<file path="src/rtl/src_bus_arbiter.sv">
// src_bus_arbiter: four-way round-robin owner of the 16-bit source bus.
// Drives the one-hot grant and the 2-bit select of the 4:1 source mux.
// Optional feature macro: SRC_ARB_LOCK_EN adds the LOCK input, which lets
// the current holder stay past MAX_HOLD while it keeps LOCK high.
module src_bus_arbiter #(
   parameter int MAX_HOLD = 8,
   parameter int CNT_W    = 8
) (
   input  logic             CLK,
   input  logic             RESET_N,
   input  logic [3:0]       REQ,
`ifdef SRC_ARB_LOCK_EN
   input  logic             LOCK,
`endif
   output logic [3:0]       GNT,
   output logic [1:0]       SRC_SELECTION,
   output logic             BUS_BUSY,
   output logic [CNT_W-1:0] HOLD_CNT
);

   localparam logic [CNT_W-1:0] MAX_HOLD_C = CNT_W'(MAX_HOLD);
   localparam logic [CNT_W-1:0] CNT_SAT    = {CNT_W{1'b1}};

   logic [3:0]       gnt_q,  gnt_d;
   logic [1:0]       sel_q,  sel_d;
   logic [1:0]       last_q, last_d;
   logic             busy_q, busy_d;
   logic [CNT_W-1:0] cnt_q,  cnt_d;
   logic             lock_w;
   logic [3:0]       holder_oh;
   logic [3:0]       others;
   logic [2:0]       pick_idle;
   logic [2:0]       pick_next;

`ifdef SRC_ARB_LOCK_EN
   assign lock_w = LOCK;
`else
   assign lock_w = 1'b0;
`endif

   // Round-robin search starting at 'start', wrapping mod 4.
   // Returns {found, index}; the lowest offset from 'start' wins.
   function automatic logic [2:0] rr_pick(input logic [3:0] req, input logic [1:0] start);
      logic [2:0] res;
      logic [1:0] idx;
      res = 3'b000;
      for (int i = 3; i >= 0; i--) begin
         idx = start + 2'(i);
         if (req[idx]) res = {1'b1, idx};
      end
      return res;
   endfunction

   // Holder masking and both candidate picks; the holder is excluded from handover picks.
   always_comb begin
      holder_oh = 4'b0001 << sel_q;
      others    = REQ & ~holder_oh;
      pick_idle = rr_pick(REQ, last_q + 2'd1);
      pick_next = rr_pick(others, sel_q + 2'd1);
   end

   // Next-state logic: grant from idle, release/handover, forced release, or keep.
   always_comb begin
      gnt_d  = gnt_q;
      sel_d  = sel_q;
      last_d = last_q;
      busy_d = busy_q;
      cnt_d  = cnt_q;
      if (gnt_q == 4'b0000) begin
         if (pick_idle[2]) begin
            gnt_d  = 4'b0001 << pick_idle[1:0];
            sel_d  = pick_idle[1:0];
            last_d = pick_idle[1:0];
            busy_d = 1'b1;
            cnt_d  = CNT_W'(1);
         end
      end else if (!REQ[sel_q] ||
                   ((cnt_q >= MAX_HOLD_C) && (others != 4'b0000) && !lock_w)) begin
         if (pick_next[2]) begin
            gnt_d  = 4'b0001 << pick_next[1:0];
            sel_d  = pick_next[1:0];
            last_d = pick_next[1:0];
            busy_d = 1'b1;
            cnt_d  = CNT_W'(1);
         end else begin
            gnt_d  = 4'b0000;
            busy_d = 1'b0;
            cnt_d  = '0;
         end
      end else if (cnt_q != CNT_SAT) begin
         cnt_d = cnt_q + CNT_W'(1);
      end
   end

   // State registers with synchronous active-low reset; A wins first after reset.
   always_ff @(posedge CLK) begin
      if (!RESET_N) begin
         gnt_q  <= 4'b0000;
         sel_q  <= 2'd0;
         last_q <= 2'd3;
         busy_q <= 1'b0;
         cnt_q  <= '0;
      end else begin
         gnt_q  <= gnt_d;
         sel_q  <= sel_d;
         last_q <= last_d;
         busy_q <= busy_d;
         cnt_q  <= cnt_d;
      end
   end

   assign GNT           = gnt_q;
   assign SRC_SELECTION = sel_q;
   assign BUS_BUSY      = busy_q;
   assign HOLD_CNT      = cnt_q;

endmodule

</file>
<file path="config.mk">
export PLATFORM = sky130hd
export DESIGN_NAME = src_bus_arbiter
export DESIGN_NICKNAME = d
export VERILOG_FILES = /design/src/rtl/src_bus_arbiter.sv
export SDC_FILE = /design/constraint.sdc
export NUM_CORES = 1
export LEC_CHECK = 0
export ABC_AREA = 1
export ABC_CLOCK_PERIOD_IN_PS = 2300
export BUFFER_PORTS_ARGS = -buffer_cell sky130_fd_sc_hd__buf_4
export CAP_MARGIN = 5
export CORE_MARGIN = 10
export CORE_UTILIZATION = 57
export DETAILED_ROUTE_END_ITERATION = 16
export GPL_TIMING_DRIVEN = 0
export PLACE_DENSITY_LB_ADDON = 0.25
export SETUP_SLACK_MARGIN = 0.3
export SLEW_MARGIN = 10
export SYNTH_ARGS = -nofsm -noshare
export SYNTH_HDL_FRONTEND = slang
export SYNTH_SLANG_ARGS = --single-unit
</file>
<file path="constraint.sdc">
create_clock -name CLK -period 2.3 [get_ports CLK]
set_input_delay 0.23 -clock CLK [delete_from_list [all_inputs] [get_ports CLK]]
set_output_delay 0.23 -clock CLK [all_outputs]
set_load 0.02 [all_outputs]
</file>
* Word-level counts from Yosys, hierarchy flattened
Index checks and enable logic that the tools add are counted.
Cells by class: bitwise gates (word level) 2, mux-type cells 43, shift operators 3, order comparisons 10, reduce and logical (&&, ||, !) cells 11, equality and inequality tests 2, add/subtract/negate cells 9
Operators with widths (count):
- $mux 8 | 4
- $lt 2x3->1 const B | 9
- $mux 3 | 8
- $bmux 1 s2 | 9
- $mux 4 | 4
- $mux 1 | 14
- $shl 1x2->4 const A | 3
- $add 2x1->2 const B | 4
- $add 2x2->2 const B | 4
- $add 8x1->8 const B | 1
- $ge 8x4->1 const B | 1
- $mux 2 | 4
- $ne 8x8->1 const B | 1
- $and 4x4->4 | 1
- $logic_not 4->1 | 1
- $not 4->4 | 1
- $reduce_and 2->1 | 2
- $reduce_bool 2->1 | 2
- $reduce_bool 4->1 | 1
- $reduce_and 3->1 | 1
- $reduce_bool 3->1 | 1
- $ne 2x2->1 const B | 1
- $logic_and 1x1->1 | 1
- $logic_not 1->1 | 1
- $logic_or 1x1->1 | 1
Storage, ports and cells: input port bits 6, register bits 17, logic and storage cells 85, output and inout port bits 15

* Logic depth before layout (Yosys ltp)
depth in word-level cells 13, gate-level depth with buffers 14, gate-level depth less buffers 14

* Least setup slack after synthesis
Ideal clock, no wire load.
path kind register to register, start point reg sel_q[0], in the netlist SRC_SELECTION[0], end point reg sel_q[0], in the netlist SRC_SELECTION[0], period minus slack after synthesis 1.974 ns, cell stages (with the launch flop) 13, arrival 1.849 ns, required time 2.174 ns, path slack 0.326 ns, path buffers 0, setup time 0.126 ns, cells stage by stage dfxtp_1 inv_1 ha_1 xnor2_1 nand2_1 nand3_1 nand2_1 nand2_1 nand2_2 nand2_1 nand2_1 nand2_1 a21oi_1
On the way: cells in the longest elaborated chain, start to end 12, elaborated cells between the ends (all ways) 31, those cells by class 4 x add/sub; 1 x shift; 17 x mux; 2 x bitwise; 7 x reduce/logical
RTL lines:
- start, declared | line 25 | logic [1:0] sel_q, sel_d;
- start signal, assigned | line 105 | sel_q <= sel_d;
- parallel branches: the longest is 12 deep, another holds $add 2x1->2
Several ways; the timed one is not identified. The select of a mux whose other input is x is not followed. A chain may end at the register's enable or synchronous reset.

* Final worst setup path
start point reg sel_q[0], in the netlist SRC_SELECTION[0], end point reg sel_q[1], in the netlist SRC_SELECTION[1]
The elaborated chain is that of the path after synthesis.

==> results_dict.tcl <==
set metrics [dict create \
    synth_xor_area_share_pct 1.17 \
    nets 294 \
    synth_warnings 0 \
    clock-sinks 17 \
    drtPass1Iterations 4 \
    cellPowerDensity_mw_per_mm2 1220 \
    finalCriticalPeriod_ns 1.85 \
    synthSimpleGateAreaFrac_pct 46.6 \
    clk_latency_ns 0.30 \
    drive_gt1_share_pct 24.2 \
    final_area_sq_mm 0.00177 \
    die_w_um 71.3 \
    crit_path_max_fanout 6 \
    criticalPathCategory "reg2reg" \
    synth-seq-area-share_pct 22.7 \
    yosysTopAreaCellShare_pct 22.7 \
    wl_per_cell_um 11.4 \
    synth_top_family_by_area "simple AND/OR/NAND/NOR gates" \
    hold_path_class "in2reg" \
    cp_data_required_time_ns 2.52 \
    cts_root_buffer "clkbuf_4" \
    drc 0 \
    syn_inst 253 \
    worstPathCellList "clkinvlp_4, ha_1, inv_1, nand3_1, nand2_1, nor2_1, nand2_1, nor2_2, nor2_2, nand3_1, a21oi_1" \
    cts_buffers 3 \
    final_cell_mix "nand2_1 (72), inv_1 (37), nor2_1 (31), nand3_1 (24), buf_4 (24)" \
    placed_cell_area_sq_mm 0.00169 \
    grt_pass1_vias 1448 \
    grt-ovfl-total 0 \
    gp_congestion 0.869 \
    place_ws_ns 0.245 \
    num_vias 1581 \
    antenna_found_initial 0 \
    synth_seq_cells 17 \
    finalWorstSetupSlack_ns 0.453 \
    clock_path_buffers 2 \
    synth_cell_types 28 \
    drt_iter0_drc 90 \
    outcome "completed" \
    cellLeakagePower_uw 0.000895 \
    cp-end-kind "register" \
    boundaryPins 21 \
    tightest_slew_ns 0.311 \
    path_clk_slew_ns 0.11 \
    max-vdd-ir-drop_uv 1030 \
    htree_levels 1 \
    async_reset_ff_share_pct 0 \
    final_common_cell "nand2_1" \
    hold_viol_final 0 \
    worst_clock_skew_ns 0.00895 \
    synth_nets 265 \
    rows 18 \
    rsz0062_at_grt "false" \
    power_uw 2150 \
    synth_top_cell_by_area "dfxtp_1" \
    synth_compound_area_share_pct 10.4 \
    synth_edf_count 0 \
    die_area_sq_mm 0.00508 \
    synthTopCellsByArea "dfxtp_1 (23%), nand2_1 (18%), inv_1 (9.5%)" \
    synth_mux_area_share_pct 0 \
    fmax_ghz 0.541 \
    slew_viol_final 0 \
    cap_violations 0 \
    cp.arrival_ns 2.07 \
    coreArea_sq_mm 0.00250 \
    synth_fa_ha_area_share_pct 5.01 \
    n_antenna_cell 0 \
    fillCellCount 244 \
    finish.utilization_pct 70.8 \
    cts_tree "done" \
    max_slew_margin_pct 79.3 \
    startpoint_type "register" \
    routed_wl_um 3530 \
    setup_violations 0 \
    fp.dieH_um 71.3 \
    fin_tns_setup_ns 0 \
    track_usage_pct 13.8 \
    postCtsHoldBufs 0 \
    hpwl_um 2740 \
    critPathMaxStageDelay_ns 0.39 \
    via_per_inst 5.08 \
    grt_pass1_wl_um 6120 \
    postRouteAntennaNets 0 \
    cp_slowest_cell "dfxtp_4" \
    portBuffers 20 \
    syn_area_per_cell_sq_um 5.92 \
    start_util_pct 59.9 \
    grt_max_degree 11 \
    syn-cell-area_sq_mm 0.00150 \
    synth-main-ff-cell "dfxtp_1" \
    post-route-period-util_pct 80.3 \
    area_growth_pct 18.2 \
]
[where the power goes]
part / total, uW / internal, uW / switching [uW]
Combinational: 1540 / 560 / 985
Sequential: 442 / 374 / 67.9
Clock: 165 / 64.8 / 100
Total: 2150 / 998 / 1150
[state kept, by name (all words and copies together) (netlist names)]
name and flops:
SRC_SELECTION 2, BUS_BUSY 1, GNT 4, last_q 2, HOLD_CNT 8
[metal layers]
metal / GRT usage [%] / up-vias / wire [um]
met5: 0 / - / 0
met4: 2.15 / 0 / 11
met3: 3.86 / 2 / 161
met2: 22.6 / 26 / 1620
met1: 17.7 / 702 / 1740
li1: - / 851 / -
[repair_timing]
item | 4_1_cts | 5_1_grt
cloned | 0 | 0
gates resized for setup | 1 | 7
setup buffers | 0 | 4
endpoints found under the setup margin | 8 | 14
[critical path, delay by kind of cell, from the launching register on]
| family | cells | cell delay (ns) |
|---|---|---|
| AND/OR/NAND/NOR | 7 | 0.79 |
| buffers and inverters | 2 | 0.21 |
| flip-flops | 1 | 0.39 |
| adder cells (fa/ha/maj) | 1 | 0.23 |
| AO/OA/AOI/OAI | 1 | 0.15 |
[path summary, 6_finish.rpt]
path	from	end	slack, ns	depth (start not counted)
min reg2reg	BUS_BUSY	BUS_BUSY	0.48	2
max	SRC_SELECTION[0]	SRC_SELECTION[1]	0.45	11
min	RESET_N	last_q[0]	0.17	2
max reg2reg	SRC_SELECTION[0]	SRC_SELECTION[1]	0.45	11
[synth_stat cells (2+ instances only)]
cell type,instances
nand2_1,72
inv_1,38
nor2_1,31
nand3_1,24
dfxtp_1,17
nand2_2,13
o21ai_1,9
a21oi_1,6
ha_1,6
inv_2,5
nand4_1,5
o21ai_0,5
buf_6,3
nand3_2,2
nor2_2,2
o211ai_2,2
o21ai_2,2
[metrics by stage]
step / hold WS [ns] / cells
5_1_grt: 0.171 / 311
3_5_place_dp: 0.462 / 303
3_3_place_gp: 0.461 / 303
4_1_cts: 0.158 / 307
2_1_floorplan: 0.314 / 253
6_report: 0.168 / 311
[area by class of cell]
cell class / count / area [sq um] / share of cell area, %
Tap cell: 30 / 37.5 / 2.12
Multi-Input combinational cell: 188 / 963 / 54.4
Inverter: 45 / 180 / 10.2
Timing Repair Buffer: 24 / 180 / 10.2
Sequential cell: 17 / 348 / 19.6
Clock buffer: 3 / 22.5 / 1.27
Clock inverter: 1 / 5.00 / 0.283
Buffer: 3 / 33.8 / 1.91
[cell families (layout without fill, tap and decap cells)]
family,Yosys count,after routing
adders and majority gates,6,6
DFF,17,17
buffers and inverters,48,76
AOI/OAI and AO/OA,26,26
and+or+nand+nor,154,154
xor gates and xnor gates,2,2
Note: power is estimated with default switching activity, not from simulation.
